$ cat config.mk
export PLATFORM = sky130hd
export DESIGN_NAME = dac_serial_writer
export DESIGN_NICKNAME = d
export VERILOG_FILES = /design/src/rtl/dac_serial_pkg.sv /design/src/rtl/dac_serial_writer_sck_phase_timer.sv /design/src/rtl/dac_serial_writer.sv
export SDC_FILE = /design/constraint.sdc
export NUM_CORES = 1
export LEC_CHECK = 0
export BUFFER_PORTS_ARGS = -buffer_cell sky130_fd_sc_hd__buf_2
export CAP_MARGIN = 20
export CORE_UTILIZATION = 61
export DETAILED_ROUTE_END_ITERATION = 8
export MAX_ROUTING_LAYER = met4
export PLACE_DENSITY = 0.83
export REMOVE_ABC_BUFFERS = 1
export SLEW_MARGIN = 25
export SYNTH_ARGS = -nofsm -noshare
export SYNTH_HDL_FRONTEND = slang
export SYNTH_SLANG_ARGS = --single-unit
$ cat constraint.sdc
create_clock -name clk_in -period 2.45 [get_ports clk_in]
set_input_delay 0.735 -clock clk_in [delete_from_list [all_inputs] [get_ports clk_in]]
set_output_delay 0.735 -clock clk_in [all_outputs]
set_load 0.01 [all_outputs]
$ cat src/rtl/dac_serial_pkg.sv
// rtl/dac_serial_pkg.sv - shared types and constants for the SPI DAC frame writer
package dac_serial_pkg;

    localparam int FRAME_W = 32;
    localparam int DATA_W  = 12;

    typedef enum logic [1:0] {
        IDLE   = 2'd0,
        SCK_LO = 2'd1,
        SCK_HI = 2'd2,
        GAP    = 2'd3
    } state_t;

    localparam logic [3:0] CMD_WRITE        = 4'b0000;
    localparam logic [3:0] CMD_UPDATE       = 4'b0001;
    localparam logic [3:0] CMD_WRITE_UPDATE = 4'b0011;
    localparam logic [3:0] CMD_POWER_DOWN   = 4'b0100;
    localparam logic [3:0] ADDR_ALL         = 4'b1111;

    // DAC frame: eight don't-care zeros, command, address, code, four padding zeros
    function automatic logic [FRAME_W-1:0] build_frame(
        input logic [3:0]        cmd,
        input logic [3:0]        addr,
        input logic [DATA_W-1:0] data
    );
        return {8'h00, cmd, addr, data, 4'h0};
    endfunction

endpackage

$ cat src/rtl/dac_serial_writer_sck_phase_timer.sv
// rtl/dac_serial_writer_sck_phase_timer.sv - SCK half-period down-counter with terminal-count tick
module sck_phase_timer #(
    parameter int CLK_DIV = 2
) (
    input  logic clk_in,
    input  logic reset,
    input  logic load,
    input  logic enable,
    output logic phase_tick
);

    localparam logic [7:0] RELOAD = 8'(CLK_DIV - 1);

    logic [7:0] count;

    // Reload at frame start and at every terminal count, so each phase lasts CLK_DIV cycles
    always_ff @(posedge clk_in) begin
        if (reset) begin
            count <= RELOAD;
        end else if (load) begin
            count <= RELOAD;
        end else if (enable) begin
            count <= (count == 8'd0) ? RELOAD : count - 8'd1;
        end
    end

    assign phase_tick = enable && (count == 8'd0);

endmodule

$ cat src/rtl/dac_serial_writer.sv
// rtl/dac_serial_writer.sv - SPI frame transmitter for an LTC2624-style DAC; DAC_ECHO_EN adds SDO capture
module dac_serial_writer
    import dac_serial_pkg::*;
#(
    parameter int CLK_DIV = 2
) (
    input  logic              clk_in,
    input  logic              reset,
    input  logic              start,
    input  logic [3:0]        cmd,
    input  logic [3:0]        addr,
    input  logic [DATA_W-1:0] data,
    output logic              busy,
    output logic              done,
    output logic              spi_sck,
    output logic              spi_mosi,
    output logic              dac_cs_n
`ifdef DAC_ECHO_EN
    ,
    input  logic              spi_miso,
    output logic [FRAME_W-1:0] echo
`endif
);

    if (CLK_DIV < 1 || CLK_DIV > 255) begin : g_bad_clk_div
        $error("dac_serial_writer: CLK_DIV must be within 1..255");
    end

    state_t               state, state_nx;
    logic [FRAME_W-1:0]   shift_reg, shift_nx;
    logic [5:0]           bit_cnt, bit_cnt_nx;
    logic                 start_old;
    logic                 sck_nx, cs_n_nx, busy_nx, done_nx;
    logic                 start_edge;
    logic                 phase_tick;
    logic [FRAME_W-1:0]   frame_in;

    assign frame_in   = build_frame(cmd, addr, data);
    assign start_edge = (state == IDLE) && !start_old && start;
    // MOSI is the MSB of the shift register, so it only moves when the register shifts
    assign spi_mosi   = shift_reg[FRAME_W-1];

    sck_phase_timer #(
        .CLK_DIV (CLK_DIV)
    ) u_phase_timer (
        .clk_in     (clk_in),
        .reset      (reset),
        .load       (start_edge),
        .enable     (state != IDLE),
        .phase_tick (phase_tick)
    );

    // State and output registers; start_old resets high so a held start cannot fire
    always_ff @(posedge clk_in) begin
        if (reset) begin
            state     <= IDLE;
            start_old <= 1'b1;
            shift_reg <= '0;
            bit_cnt   <= '0;
            spi_sck   <= 1'b0;
            dac_cs_n  <= 1'b1;
            busy      <= 1'b0;
            done      <= 1'b0;
        end else begin
            state     <= state_nx;
            start_old <= start;
            shift_reg <= shift_nx;
            bit_cnt   <= bit_cnt_nx;
            spi_sck   <= sck_nx;
            dac_cs_n  <= cs_n_nx;
            busy      <= busy_nx;
            done      <= done_nx;
        end
    end

    // Next-state and next-output logic for the frame sequencer
    always_comb begin
        state_nx   = state;
        shift_nx   = shift_reg;
        bit_cnt_nx = bit_cnt;
        sck_nx     = spi_sck;
        cs_n_nx    = dac_cs_n;
        busy_nx    = busy;
        done_nx    = 1'b0;
        case (state)
            IDLE: begin
                if (start_edge) begin
                    state_nx   = SCK_LO;
                    shift_nx   = frame_in;
                    bit_cnt_nx = 6'(FRAME_W - 1);
                    sck_nx     = 1'b0;
                    cs_n_nx    = 1'b0;
                    busy_nx    = 1'b1;
                end
            end
            SCK_LO: begin
                if (phase_tick) begin
                    sck_nx   = 1'b1;
                    state_nx = SCK_HI;
                end
            end
            SCK_HI: begin
                if (phase_tick) begin
                    sck_nx = 1'b0;
                    if (bit_cnt != 6'd0) begin
                        shift_nx   = {shift_reg[FRAME_W-2:0], 1'b0};
                        bit_cnt_nx = bit_cnt - 6'd1;
                        state_nx   = SCK_LO;
                    end else begin
                        shift_nx = '0;
                        cs_n_nx  = 1'b1;
                        done_nx  = 1'b1;
                        state_nx = GAP;
                    end
                end
            end
            GAP: begin
                if (phase_tick) begin
                    busy_nx  = 1'b0;
                    state_nx = IDLE;
                end
            end
            default: ;
        endcase
    end

`ifdef DAC_ECHO_EN
    logic [FRAME_W-1:0] rx_shift;

    // Sample SDO on each SCK rising cycle; publish the word when the frame completes
    always_ff @(posedge clk_in) begin
        if (reset) begin
            rx_shift <= '0;
            echo     <= '0;
        end else begin
            if (state == SCK_LO && phase_tick) begin
                rx_shift <= {rx_shift[FRAME_W-2:0], spi_miso};
            end
            if (done_nx) begin
                echo <= rx_shift;
            end
        end
    end
`endif

endmodule

# Yosys cells after proc, flatten, opt, wreduce, memory -nomap -nowiden
# Index checks and enable logic that the tools add are counted.
# totals
reg_bits,53
in_bits,23
wordCells,66
out_inout_bits,5
# op_classes
n_eq_ne,9
bitwise_logic,2
reduce_logical,19
n_mux,25
n_addsub,2
# ops
operator,count
32-bit two-way mux,3
32-bit case mux with 2 select lines,1
6-bit two-way mux,3
4-bit AND reduction,4
2-bit inequality test (second input constant),6
6-bit case mux with 2 select lines,1
2-bit two-way mux,5
8-bit zero test,1
8-bit two-way mux,1
2-bit case mux with 4 select lines,1
8-bit by 1-bit subtractor with 8-bit output (second input constant),1
1-bit two-way mux,7
3-bit AND reduction,2
2-bit nonzero test,3
6-bit nonzero test,1
6-bit by 1-bit subtractor with 6-bit output (second input constant),1
2-bit equality test (second input constant),2
1-bit case mux with 2 select lines,2
1-bit logical AND,3
1-bit case mux with 3 select lines,1
3-bit nonzero test,1
3-bit OR reduction,1
2-bit by 1-bit equality test with 1-bit output (second input constant),1
2-bit zero test,1
3 further kinds,4

# Depth between registers and ports, before layout
# Gate-level depths: netlist of the first run.
# logic_depth
word_depth,5
mapped_depth,8
mapped_depth_nobuf,6

# Cells and area by module
# Synthesis of the first run repeated with hierarchy kept, for this count alone.
# unflattened
cells_unflattened,232
hier_area_um2,2185.8
# modules_own_cells
mod,area_each_um2,n_inst,cells_each,seq_area_each_um2
dac_serial_writer,1697.9,1,182,820.8
sck_phase_timer,488.0,1,50,160.2

# Least setup slack after synthesis of the first run
# Ideal clock, no wire load.
# synth_timing
path_type,register -> register
startpoint,register u_phase_timer.count[2]
endpoint,register shift_reg[4]
setup_slack_ns,0.760
setup_ns,0.116
required_time_ns,2.334
arrival_time_ns,1.574
synth_period_minus_slack_ns,1.690
path_buffers,0
path_stages_with_launch,5
path_cell_list,dfxtp_1 > or4_4 > o22a_4 > o211a_1 > a41o_1
# synth_via
elab_chain_cells,4
# synth_lines
item,line_no,source
"start, declared",dac_serial_writer_sck_phase_timer.sv:14,logic [7:0] count;
"start signal, assigned",dac_serial_writer_sck_phase_timer.sv:23,count <= (count == 8'd0) ? RELOAD : count - 8'd1;
8-bit zero test,dac_serial_writer_sck_phase_timer.sv:27,assign phase_tick = enable && (count == 8'd0);
1-bit logical AND,dac_serial_writer_sck_phase_timer.sv:27,
2-bit inequality test (no source line),n/a,
3-bit AND reduction (no source line),n/a,
"end signal, assigned",dac_serial_writer.sv:67,shift_reg <= shift_nx;
"end, declared",dac_serial_writer.sv:30,"logic [FRAME_W-1:0] shift_reg, shift_nx;"
# No other way between the ends.
# A chain may end at the register's enable or synchronous reset.

# Worst setup path in the final report of the first run
# layout_timing
startpoint,register u_phase_timer.count[0]
endpoint,register u_phase_timer.count[1]
# layout_via
elab_chain_cells,2
elab_cells_between_ends,3
cone_classes,add/sub: 1; mux: 1; reduce/logical: 1
# layout_lines
item,line_no
8-bit by 1-bit subtractor with 8-bit output or 8-bit zero test (tied branches),dac_serial_writer_sck_phase_timer.sv:23
8-bit two-way mux (*),dac_serial_writer_sck_phase_timer.sv:23
# Every way passes the cells marked *; elsewhere a longest branch is shown, timed or not.

==> flow_summary.json, run 1 <==
{
  "post-route-util_pct": 72.3,
  "grt_pass1_wl_um": 7780,
  "power.static_leakage_nw": 0.939,
  "syn_to_final_growth_pct": 10.1,
  "io_pins": 28,
  "drt_pre_antenna_iters": 4,
  "setup.worst_path.start_class": "flop",
  "tightest_slew_ns": 0.470,
  "peakVddDrop_v": 0.000448,
  "crit_required_ns": 2.66,
  "setup_viol": 0,
  "synth.most_common_cell": "dfxtp_1",
  "design_area_mm2": 0.00249,
  "yosys.area.top_type": "dfxtp_1",
  "period_needed_ns": 1.92,
  "avgSynthCellArea_um2": 9.23,
  "overflow": 0,
  "drtIter0Drc": 177,
  "path_class": "flop to flop",
  "synth_compound_area_share_pct": 28.6,
  "crit_fanout": 13,
  "start_util_pct": 65.7,
  "cp_top_family": "compound AO/OA/AOI/OAI gates",
  "clk_latency_ns": 0.31,
  "yosys.area_share.adder_pct": 1.66,
  "finalCritPeriodShare_pct": 78.3,
  "final_nets": 294,
  "synthTopCellsByArea": "dfxtp_1 (43%), a22oi_1 (6.6%), nand2_1 (5.3%)",
  "reg2reg_slack_ns": 0.53,
  "hpwl_um": 2970,
  "arrival_ns": 2.13,
  "drt-total-wl_um": 4490,
  "async_flop_share_pct": 0,
  "antennaDiodeCount": 0,
  "holdPathStages": 2,
  "grt_use_total_pct": 25.1,
  "clk_path_buf_depth": 2,
  "drive_gt1_share_pct": 22.3,
  "path_depth": 6,
  "synth_top_family_by_area": "compound AO/OA/AOI/OAI gates",
  "ctsHoldBuffers": 0,
  "setup-tns-final_ns": 0,
  "status": "finished, final reports clean",
  "skew_ns": 0.0129,
  "rows": 21,
  "vias": 1945,
  "ys_seq_elements": 49,
  "synth-xor-area-share_pct": 2.71,
  "largest_reg_flops": 28,
  "synth_top_area_share_pct": 43.4,
  "synth_cell_type_count": 47,
  "slowest_stage": "a211o_1",
  "avgViaCountPerCell": 6.17,
  "synth_warnings": 0,
  "die_x_um": 62.9,
  "clk_pin_slew_ns": 0.10,
  "ant_nets": 0,
  "holdWs_ns": 0.479,
  "end_kind": "flop",
  "cap_violations": 0,
  "placed_area_mm2": 0.00240,
  "synth_top_cells_by_count": "dfxtp_1 (49), nand2_1 (32), a22oi_1 (20), nor2_1 (17), o22ai_1 (17)",
  "hold_path.class": "flop to flop",
  "portBuffers": 27,
  "synth_edf_count": 0,
  "powerDensity_mw_per_mm2": 608,
  "synth-simple-area-share_pct": 17.9,
  "syn_inst": 245,
  "cts_resized": 0,
  "crit_buf_inv": 1,
  "slew_headroom_pct": 68.6,
  "grt_pass1_vias": 1765,
  "grt_max_degree": 31,
  "post_cts.repair.setup_buffers": 0,
  "wl_per_cell_um": 14.3,
  "cts_tree": "done",
  "synthFlopType": "dfxtp_1",
  "cts_max_level": 2,
  "synth.area.mux_share_pct": 0,
  "antenna_found_initial": 0,
  "die-area_mm2": 0.00395,
  "seq_area_frac_synth_pct": 43.4,
  "hold_violations": 0,
  "path_cells": "inv_1 -> ha_1 -> nor3b_1 -> and2_1 -> a211o_1 -> a211oi_1",
  "rsz0062_at_grt": "no",
  "r2r_cells": 6,
  "clock.fmax_ghz": 0.522,
  "gp_congestion": 0.806,
  "die_h_um": 62.9,
  "slew_viol_final": 0,
  "coreArea_mm2": 0.00344,
  "synth_area_mm2": 0.00226,
  "cts_buffers": 5,
  "cts_root_buffer": "clkbuf_8",
  "drcViolationCount": 0,
  "cts_sinks": 49,
  "cpPeakStageDelay_ns": 0.42
}
worst reg2reg max path, cell delays in order (launching register included):
cell	delay, ns
dfxtp_1	0.38
inv_1	0.11
ha_1	0.23
nor3b_1	0.15
and2_1	0.30
a211o_1	0.42
a211oi_1	0.25
cell families after synthesis:
logic type                 Yosys count
AOI/OAI and AO/OA                   83
and+or+nand+nor                     78
DFF                                 49
buffers and inverters               25
xor gates and xnor gates             7
adders and majority gates            3
layout make-up:
cell class | instances | area [µm²]
fillers | 271 | 952
well taps | 46 | 57.6
flip-flops and latches | 49 | 981
multi-input cells | 171 | 1150
repair buffers | 33 | 180
inverters | 8 | 30.0
clock inverters | 3 | 22.5
clock buffers | 5 | 68.8
path summary, 6_finish.rpt:
path | startpoint | end
setup / recovery | u_phase_timer.count[0] | u_phase_timer.count[1]
hold / removal | shift_reg[31] | shift_reg[31]
setup reg to reg | u_phase_timer.count[0] | u_phase_timer.count[1]
hold reg to reg | shift_reg[31] | shift_reg[31]
power breakdown:
| group | total (mW) | leakage (nW) | internal (mW) | switching, mW |
|---|---|---|---|---|
| registers | 0.846 | 0.398 | 0.823 | 0.0228 |
| clock network | 0.479 | 0.0481 | 0.203 | 0.277 |
| logic | 0.189 | 0.493 | 0.0811 | 0.108 |
| total | 1.51 | 0.939 | 1.11 | 0.407 |
cell usage in the layout, fill, tap and decap left out, drive strengths merged, types with 2 or more instances in the layout:
cell type	n
nand2	32
xnor2	5
a21oi	8
nor3b	2
a22oi	20
or3	2
o32ai	3
o22ai	27
clkbuf	5
ha	3
a31oi	2
nand2b	3
xor2	2
and4	2
buf	33
dfxtp	49
nor2	18
a311oi	3
o21ai	8
clkinv	4
inv	7
a211oi	3
or2	3
nor3	6
nor4	4
layer usage:
metal  global-route usage [%]  wire length (µm)  up-vias
li1                         -                 -      958
met1                     32.2              2110      910
met2                     38.8              2090       72
met3                     4.38               239        5
met4                     10.5                55        0
met5                        -                 0        -
through the flow:
| stage | power, mW | instances | setup slack [ns] |
|---|---|---|---|
| 2_1_floorplan | 0.984 | 228 | 0.280 |
| 3_3_place_gp | 1.05 | 307 | 0.501 |
| 3_5_place_dp | 1.05 | 307 | 0.467 |
| 4_1_cts | 1.52 | 315 | 0.512 |
| 5_1_grt | 1.58 | 315 | 0.418 |
| 6_report | 1.51 | 315 | 0.533 |
Power figures use the tool's default switching activity.
==> run 2: changes to the inputs <==
Settings changed: CORE_UTILIZATION 61 to 51, PLACE_DENSITY 0.83 to 0.74.
Clock period 2.45 ns to 1.65 ns, I/O delays scaled along.
==> flow_summary.json, run 2 (synthesized netlist as in run 1, its figures left out) <==
{
  "status": "finished with violations",
  "violations": "negative setup slack",
  "peakVddDrop_v": 0.000721,
  "end_kind": "flop",
  "start_util_pct": 54.9,
  "drt-total-wl_um": 5360,
  "final_common_cell": "dfxtp_1",
  "crit_start": "u_phase_timer.count[3]",
  "hold_path.class": "input port to flop",
  "crit_fanout": 14,
  "clock.fmax_ghz": 0.594,
  "finalCritPeriodShare_pct": 102,
  "cap_violations": 0,
  "period_needed_ns": 1.68,
  "wl_per_cell_um": 15.6,
  "io_pins": 28,
  "clk_latency_ns": 0.30,
  "ctsHoldBuffers": 0,
  "setup_ws_ns": -0.0342,
  "rows": 23,
  "min-delay-start": "start",
  "placed_area_mm2": 0.00262,
  "gp_congestion": 0.777,
  "clk_pin_slew_ns": 0.09,
  "drtIter0Drc": 127,
  "antenna_found_initial": 0,
  "grt_pass1_vias": 1805,
  "rsz0062_at_grt": "yes",
  "die_h_um": 68.6,
  "syn_to_final_growth_pct": 28.8,
  "design_area_mm2": 0.00291,
  "vias": 2043,
  "post-route-util_pct": 70.8,
  "dr_wl_met3_um": 99,
  "slew_headroom_pct": 66.9,
  "reg2reg_from": "u_phase_timer.count[3]",
  "skew_ns": 0.0110,
  "final_cell_mix": "dfxtp_1 (46), nand2_1 (32), buf_2 (27)",
  "grt_pass1_wl_um": 8400,
  "cts_tree": "done",
  "die_x_um": 68.6,
  "coreArea_mm2": 0.00412,
  "fillers": 320,
  "path_class": "flop to flop",
  "cts_sinks": 49,
  "hold_violations": 0,
  "setup.worst_path.start_class": "flop",
  "antennaDiodeCount": 0,
  "place_ws_ns": -0.0463,
  "largest_reg_flops": 28,
  "crit_required_ns": 1.82,
  "powerDensity_mw_per_mm2": 841,
  "overflow": 0,
  "final_nets": 320,
  "cts_root_buffer": "clkbuf_8",
  "portBuffers": 27,
  "power.static_leakage_nw": 1.12,
  "arrival_ns": 1.86,
  "holdWs_ns": 0.400,
  "setup_viol": 19,
  "fin_cells": 344,
  "top_layer": "met4",
  "drt_pre_antenna_iters": 4,
  "setup-tns-final_ns": -0.248,
  "avgViaCountPerCell": 5.94,
  "dp.cells": 333,
  "met2WireLength_um": 2720,
  "die-area_mm2": 0.00470,
  "hpwl_um": 3450,
  "power.total_mw": 2.45,
  "m1WireLength_um": 2460,
  "tightest_slew_ns": 0.491,
  "grt_max_degree": 24,
  "drive_gt1_share_pct": 35.7,
  "cts_max_level": 2,
  "slew_viol_final": 0,
  "cts_buffers": 5,
  "drcViolationCount": 0,
  "grt_use_total_pct": 24.9,
  "ant_nets": 0,
  "clk_path_buf_depth": 2
}
run 2: cell types whose count changed in the layout (fill, tap and decap cells not counted), sizes merged:
cell / delta
clkinv: -2
bufinv: +1
buf: +25
clkbuf: +1
run 2: cell type report:
cell class | instances | area [µm²] | area share [%]
repair buffers | 59 | 455 | 15.6
multi-input cells | 171 | 1270 | 43.8
well taps | 50 | 62.6 | 2.15
clock inverters | 2 | 35.0 | 1.20
inverters | 8 | 30.0 | 1.03
flip-flops and latches | 49 | 985 | 33.8
clock buffers | 5 | 68.8 | 2.36
run 2: timing repair:
item,in CTS,in global routing
setup endpoints to repair,28,37
hold endpoints to repair,0,0
gates resized for setup,4,21
setup buffers,2,1
pin swaps,3,1
gates cloned,0,1
run 2: where the power goes:
part,internal (mW),switching (mW)
Sequential,1.22,0.0285
Clock,0.441,0.372
Combinational,0.184,0.200
run 2: path summary, 6_finish.rpt:
| check | cells past startpoint | endpoint | slack [ns] |
|---|---|---|---|
| worst min register to register | 2 | shift_reg[31] | 0.48 |
| worst max register to register | 5 | shift_reg[29] | -0.03 |
| worst min-delay path | 2 | start_old | 0.40 |
| worst max-delay path | 5 | shift_reg[29] | -0.03 |
run 2: metal layers:
| metal | track usage, % | vias up |
|---|---|---|
| met3 | 4.93 | 7 |
| met5 | - | - |
| met4 | 7.81 | 0 |
| met2 | 39.1 | 27 |
| met1 | 32.1 | 1001 |
| li1 | - | 1008 |
run 2: worst max-delay path, cell delays in order, from the launching register on:
cell,delay [ns]
dfxtp_2,0.32
or4_4,0.57
o22a_4,0.27
nor2_8,0.15
buf_12,0.16
o22ai_1,0.09
